==> src/rtl/fetch_block_pkg.sv <==
// Shared types and constants for the instruction-fetch stage.
package fetch_block_pkg;

  // Every Thumb instruction fetched here is one halfword.
  localparam int THUMB_INSTR_BYTES = 2;

  // Raw 16-bit Thumb instruction handed to decode.
  typedef logic [15:0] instruction;

  // Decode-side stall request; STALL freezes the fetch output register.
  typedef enum logic {
    NORMAL = 1'b0,
    STALL  = 1'b1
  } stall_pipeline_sig;

  // Width of a counter that must hold values 0..depth inclusive.
  function automatic int cnt_width(input int depth);
    return $clog2(depth + 1);
  endfunction

endpackage

==> src/rtl/fetch_fifo.sv <==
// Small synchronous FIFO holding {pc, instr} entries between the memory
// response port and the fetch output register.
module fetch_fifo
  import fetch_block_pkg::*;
#(
  parameter int DEPTH = 2,
  parameter int WIDTH = 48,
  parameter int CW    = cnt_width(DEPTH)
) (
  input  logic             clk_i,
  input  logic             reset_i,
  input  logic             push,
  input  logic             pop,
  input  logic             clear,
  input  logic [WIDTH-1:0] wdata,
  output logic [WIDTH-1:0] rdata,
  output logic             full,
  output logic             empty,
  output logic [CW-1:0]    count
);

  localparam int PW = (DEPTH > 1) ? $clog2(DEPTH) : 1;

  logic [WIDTH-1:0] mem [DEPTH];
  logic [PW-1:0]    rd_ptr;
  logic [PW-1:0]    wr_ptr;
  logic             do_push;
  logic             do_pop;

  // Pointers wrap explicitly so non-power-of-two depths also work.
  function automatic logic [PW-1:0] ptr_next(input logic [PW-1:0] p);
    return (p == PW'(DEPTH - 1)) ? '0 : p + 1'b1;
  endfunction

  assign full    = (count == CW'(DEPTH));
  assign empty   = (count == '0);
  assign do_push = push && !full && !clear;
  assign do_pop  = pop && !empty && !clear;
  assign rdata   = mem[rd_ptr];

  // Storage, pointers and occupancy; clear wins over push/pop.
  always_ff @(posedge clk_i or negedge reset_i) begin
    if (!reset_i) begin
      rd_ptr <= '0;
      wr_ptr <= '0;
      count  <= '0;
      for (int i = 0; i < DEPTH; i++) begin
        mem[i] <= '0;
      end
    end else if (clear) begin
      rd_ptr <= '0;
      wr_ptr <= '0;
      count  <= '0;
    end else begin
      if (do_push) begin
        mem[wr_ptr] <= wdata;
        wr_ptr      <= ptr_next(wr_ptr);
      end
      if (do_pop) begin
        rd_ptr <= ptr_next(rd_ptr);
      end
      count <= count + CW'(do_push) - CW'(do_pop);
    end
  end

endmodule

==> src/rtl/fetch_block.sv <==
// Instruction-fetch stage: issues halfword fetches under a credit limit,
// buffers in-order responses and presents one registered instruction per
// cycle to decode. Branch redirects flush the buffer and discard the
// responses still in flight.
module fetch_block
  import fetch_block_pkg::*;
#(
  parameter int               WORD       = 32,
  parameter int               FIFO_DEPTH = 2,
  parameter logic [WORD-1:0]  RESET_PC   = '0
) (
  input  logic              clk_i,
  input  logic              reset_i,
  input  stall_pipeline_sig stall_i,
  input  logic              branch_taken_i,
  input  logic [WORD-1:0]   branch_target_i,
  output logic              imem_req_o,
  output logic [WORD-1:0]   imem_addr_o,
  input  logic              imem_ready_i,
  input  logic              imem_rvalid_i,
  input  logic [15:0]       imem_rdata_i,
  output instruction        instruction_o,
  output logic [WORD-1:0]   program_counter_o,
  output logic              instr_valid_o
);

  localparam int CW = cnt_width(FIFO_DEPTH);
  localparam int EW = WORD + 16;
  localparam logic [WORD-1:0] PC_STEP = WORD'(THUMB_INSTR_BYTES);

  logic [WORD-1:0] fetch_pc;
  logic [WORD-1:0] resp_pc;
  logic [CW-1:0]   outstanding;
  logic [CW-1:0]   discard;
  logic [CW-1:0]   out_next;
  logic [CW:0]     in_use;
  logic [WORD-1:0] target_aligned;
  logic            accept;
  logic            rsp_keep;
  logic            pop;

  logic [EW-1:0]   fifo_wdata;
  logic [EW-1:0]   fifo_rdata;
  logic            fifo_full;
  logic            fifo_empty;
  logic [CW-1:0]   fifo_count;

  // Credit: requests in flight plus buffered entries never exceed the depth,
  // so every response always has a free slot.
  assign in_use         = {1'b0, outstanding} + {1'b0, fifo_count};
  assign imem_req_o     = reset_i && !branch_taken_i &&
                          (in_use < (CW + 1)'(FIFO_DEPTH));
  assign imem_addr_o    = fetch_pc;
  assign accept         = imem_req_o && imem_ready_i;
  assign target_aligned = branch_target_i & ~PC_STEP'(1);

  // A response landing in a branch cycle belongs to the old stream.
  assign rsp_keep   = imem_rvalid_i && (discard == '0) && !branch_taken_i;
  assign pop        = !branch_taken_i && (stall_i == NORMAL) && !fifo_empty;
  assign fifo_wdata = {resp_pc, imem_rdata_i};

  // In-flight count after this edge; on a branch it is exactly the number
  // of responses that must be thrown away.
  assign out_next = outstanding + CW'(accept) - CW'(imem_rvalid_i);

  fetch_fifo #(
    .DEPTH (FIFO_DEPTH),
    .WIDTH (EW),
    .CW    (CW)
  ) u_fifo (
    .clk_i   (clk_i),
    .reset_i (reset_i),
    .push    (rsp_keep && !fifo_full),
    .pop     (pop),
    .clear   (branch_taken_i),
    .wdata   (fifo_wdata),
    .rdata   (fifo_rdata),
    .full    (fifo_full),
    .empty   (fifo_empty),
    .count   (fifo_count)
  );

  // Fetch/response PCs and the in-flight and discard counters.
  always_ff @(posedge clk_i or negedge reset_i) begin
    if (!reset_i) begin
      fetch_pc    <= RESET_PC;
      resp_pc     <= RESET_PC;
      outstanding <= '0;
      discard     <= '0;
    end else begin
      outstanding <= out_next;
      if (branch_taken_i) begin
        fetch_pc <= target_aligned;
        resp_pc  <= target_aligned;
        discard  <= out_next;
      end else begin
        if (accept) begin
          fetch_pc <= fetch_pc + PC_STEP;
        end
        if (imem_rvalid_i) begin
          if (discard == '0) begin
            resp_pc <= resp_pc + PC_STEP;
          end else begin
            discard <= discard - 1'b1;
          end
        end
      end
    end
  end

  // Output register to decode: holds under stall, bubbles when starved,
  // and drops validity on a redirect while keeping the stale data fields.
  always_ff @(posedge clk_i or negedge reset_i) begin
    if (!reset_i) begin
      instruction_o     <= '0;
      program_counter_o <= '0;
      instr_valid_o     <= 1'b0;
    end else if (branch_taken_i) begin
      instr_valid_o <= 1'b0;
    end else if (stall_i == NORMAL) begin
      if (!fifo_empty) begin
        instruction_o     <= fifo_rdata[15:0];
        program_counter_o <= fifo_rdata[EW-1:16];
        instr_valid_o     <= 1'b1;
      end else begin
        instr_valid_o <= 1'b0;
      end
    end
  end

endmodule

==> config.mk <==
export PLATFORM = sky130hd
export DESIGN_NAME = fetch_block
export DESIGN_NICKNAME = d
export VERILOG_FILES = /design/src/rtl/fetch_block_pkg.sv /design/src/rtl/fetch_fifo.sv /design/src/rtl/fetch_block.sv
export SDC_FILE = /design/constraint.sdc
export NUM_CORES = 1
export LEC_CHECK = 0
export BUFFER_PORTS_ARGS = -buffer_cell sky130_fd_sc_hd__buf_2
export CAP_MARGIN = 15
export CORE_MARGIN = 5
export CORE_UTILIZATION = 62
export CTS_CLUSTER_SIZE = 20
export DETAILED_ROUTE_END_ITERATION = 6
export PLACE_DENSITY = 0.85
export SYNTH_ARGS = -nofsm -noshare
export SYNTH_HDL_FRONTEND = slang
export SYNTH_SLANG_ARGS = --single-unit
==> constraint.sdc <==
create_clock -name clk_i -period 5.8 [get_ports clk_i]
set_input_delay 1.16 -clock clk_i [delete_from_list [all_inputs] [get_ports clk_i]]
set_output_delay 1.16 -clock clk_i [all_outputs]
set_load 0.005 [all_outputs]
==> impl_metrics.json <==
{
  "r2r_start": "u_fifo.count[0]",
  "path_cells": "clkbuf_8, nor4b_4, and2_1, inv_1, ha_1, inv_1, ha_1, xnor2_1, xnor2_1, nand2_1, o21ai_0",
  "drc": 0,
  "area.growth.synth_to_final_pct": 15.7,
  "cts_tree": "done",
  "worst_ir_drop_vdd_mv": 0.243,
  "place.gp.congestion": 0.836,
  "grt_usage_pct": 23.2,
  "status": "completed",
  "yosysSeqAreaShare_pct": 54.8,
  "min_path_cells": 2,
  "setup_viol": 0,
  "power.total_w": 0.00476,
  "post_cts.repair.setup_buffers": 0,
  "cts_buffers": 21,
  "fin_nets": 1016,
  "drt_iter0_drc": 447,
  "cts_sinks": 212,
  "critPathKind": "in -> reg",
  "crit_required_ns": 6.21,
  "fp.dieH_um": 135,
  "dieWidth_um": 135,
  "die-area_um2": 18200,
  "gr-total-overflow": 0,
  "firstDrtPassIters": 5,
  "netlist_instances": 838,
  "via_count": 6800,
  "hpwl_mm": 13.8,
  "fin_util_pct": 73.4,
  "nFillCells": 1044,
  "crit_fanout": 64,
  "r2r_setup_slack_ns": 1.99,
  "grt_max_degree": 151,
  "ioPinCount": 136,
  "ys_types": 53,
  "grt_pass1_wl_mm": 34.5,
  "place.port_buffers": 132,
  "ys_async_sr_fraction_pct": 100,
  "max_stage_delay_ns": 0.57,
  "power_density_nw_per_um2": 425,
  "cp_slowest_cell": "and2_1",
  "viasPerCell": 5.76,
  "grt_pass1_vias": 7022,
  "synth_edf_count": 0,
  "setup_tns_ns": 0,
  "clk_pin_slew_worst_paths_ns": 0.06,
  "synth_seq_cells": 212,
  "clockBufferDepth": 3,
  "wl_per_cell_um": 17.5,
  "initial_utilization_pct": 63.5,
  "worst_path_dominant_cell_family": "simple AND/OR/NAND/NOR gates",
  "cts-htree-levels": 1,
  "row_count": 45,
  "holdPathEnd": "program_counter_o[24]",
  "clock_latency_ns": 0.50,
  "skew_ns": 0.0194,
  "place_inst": 1142,
  "cp.arrival_ns": 4.26,
  "worstSetupEndpointType": "register",
  "core_um2": 15300,
  "post-route-min-period_ns": 3.85,
  "path_buf_inv": 3,
  "worst_pin_slew_ns": 0.907,
  "hold_class": "reg -> reg",
  "drive_gt1_share_pct": 31.3,
  "whs_ns": 0.469,
  "cts_root_buf": "clkbuf_16",
  "rr_worst_depth": 12,
  "r2r-end": "discard[1]",
  "synth_area_um2": 9680,
  "slew_viol_final": 0,
  "final-hold-violation-count": 0,
  "postCtsResizedCells": 0,
  "period_share_pct": 66.4,
  "fmax_ghz": 0.260,
  "ys.flop_type": "dfrtp_1",
  "fin_cells": 1180,
  "n_antenna_cell": 0,
  "maxCapViolCount": 0,
  "hold_start": "program_counter_o[24]",
  "slew_headroom_pct": 38.9,
  "yosysWarningCount": 0,
  "wirelength_mm": 20.6,
  "leakagePower_nw": 5.04,
  "cts_hold_buffers": 0,
  "ant_nets": 0,
  "antenna_found_initial": 0,
  "critical_path.startpoint_type": "input pin",
  "syn_avg_cell_area_um2": 11.6,
  "rsz0062_at_grt": "false"
}
## stage by stage
stage	setup WS [ns]	instance area, µm²
after detailed placement	1.45	10500
after CTS	1.96	11200
final	1.95	11200
after global routing	1.61	11200
after floorplan	2.70	9690
after global placement	1.60	10500
## how the worst max path moves through the flow
stage              startpoint  depth (start not counted)         end  slack (ns)
3_5_place_dp          reset_i                         11  discard[1]        1.45
4_1_cts               reset_i                         11  discard[1]        1.96
2_1_floorplan  branch_taken_i                         12  discard[1]        2.70
6_report              reset_i                         11  discard[1]        1.95
5_1_grt               reset_i                         11  discard[1]        1.61
3_3_place_gp          reset_i                         11  discard[1]        1.60
## where the power goes
group | leakage [nW] | internal, W | switching [W]
Sequential | 2.68 | 0.00196 | 0.000320
Combinational | 2.02 | 0.000600 | 0.000518
Clock | 0.341 | 0.000798 | 0.000561
## cells in the final DEF (no fill, tap or decap), types with 3 or more instances in the layout
cell       instances
dfrtp_1          211
buf_2            131
mux2_2           102
nand2_1           99
o21ai_0           74
mux2i_1           50
nand3_1           32
xnor2_1           24
nor2_1            24
clkbuf_16         21
nand4_1           18
xor2_1            18
inv_1             15
o21ai_1           11
o211ai_1          11
and3_1            10
nor4_2            10
nor3_1             7
ha_1               7
and2_1             5
o311ai_1           5
clkinv_2           5
buf_4              5
a31oi_1            4
a21oi_1            4
nand3_2            4
or4_1              4
clkbuf_8           4
or2_2              3
nor4_1             3
a31o_2             3
clkbuf_1           3
## kinds of logic (layout without fill, tap and decap cells)
| group | after synthesis | after routing | share of synthesized area, % |
|---|---|---|---|
| other | 1 | 2 | 0.0387 |
| adder cells (fa/ha/maj) | 8 | 8 | 1.11 |
| flip-flops | 212 | 212 | 54.8 |
| AND/OR/NAND/NOR | 236 | 236 | 13.1 |
| XOR/XNOR | 42 | 42 | 3.80 |
| buffers and inverters | 62 | 192 | 2.62 |
| multiplexers | 153 | 153 | 17.1 |
| AO/OA/AOI/OAI | 124 | 124 | 7.43 |
## registers in the layout (all words and copies together) (netlist names)
register           cells
program_counter_o     31
u_fifo.mem            94
outstanding            2
instr_valid_o          1
resp_pc               31
discard                2
u_fifo.count           2
u_fifo.wr_ptr          1
imem_addr_o           31
u_fifo.rd_ptr          1
instruction_o         16
## cell usage after synthesis, drive strengths merged, types with 3 or more instances
cell type  number  area share [%]
clkbuf         29             1.1
nand2          99             3.8
xor2           18             1.6
or3             3            0.25
nand4          19             1.4
o311ai          7            0.63
nor4           14             1.6
o211ai         11            0.85
or4             5            0.43
mux2i          50             5.2
inv            15            0.58
or2             3            0.19
and3           10            0.65
mux2          103              12
a21oi           4            0.21
buf            17            0.88
xnor2          24             2.2
a31oi           4            0.26
a31o            3            0.27
nand3          36             2.1
dfrtp         212              55
o21ai          86             4.4
and2            7            0.45
nor2           24            0.93
ha              7            0.90
nor3            7            0.36
## worst register-to-register path, stage by stage, from the launching register on
cell     delay [ns]
dfrtp_1        0.44
and2_1         0.17
fa_1           0.48
nor4b_4        0.46
and2_1         0.57
inv_1          0.46
ha_1           0.41
inv_1          0.04
ha_1           0.18
xnor2_1        0.18
xnor2_1        0.17
nand2_1        0.07
o21ai_0        0.10
## layout make-up
type	instances	area [µm²]	area share, %
clock inverters	11	118	1.05
flip-flops and latches	212	5310	47.4
multi-input cells	565	4150	37.0
well taps	211	264	2.36
inverters	16	60.1	0.536
clock buffers	27	578	5.16
repair buffers	138	727	6.49
## routing by layer
metal	GRT usage [%]	up-vias	share of wire, %
met5	0	-	0
met4	5.10	0	1.2
met3	3.65	27	6.4
met2	37.8	216	47
met1	33.4	3344	45
li1	-	3213	-
Power figures use the tool's default switching activity.
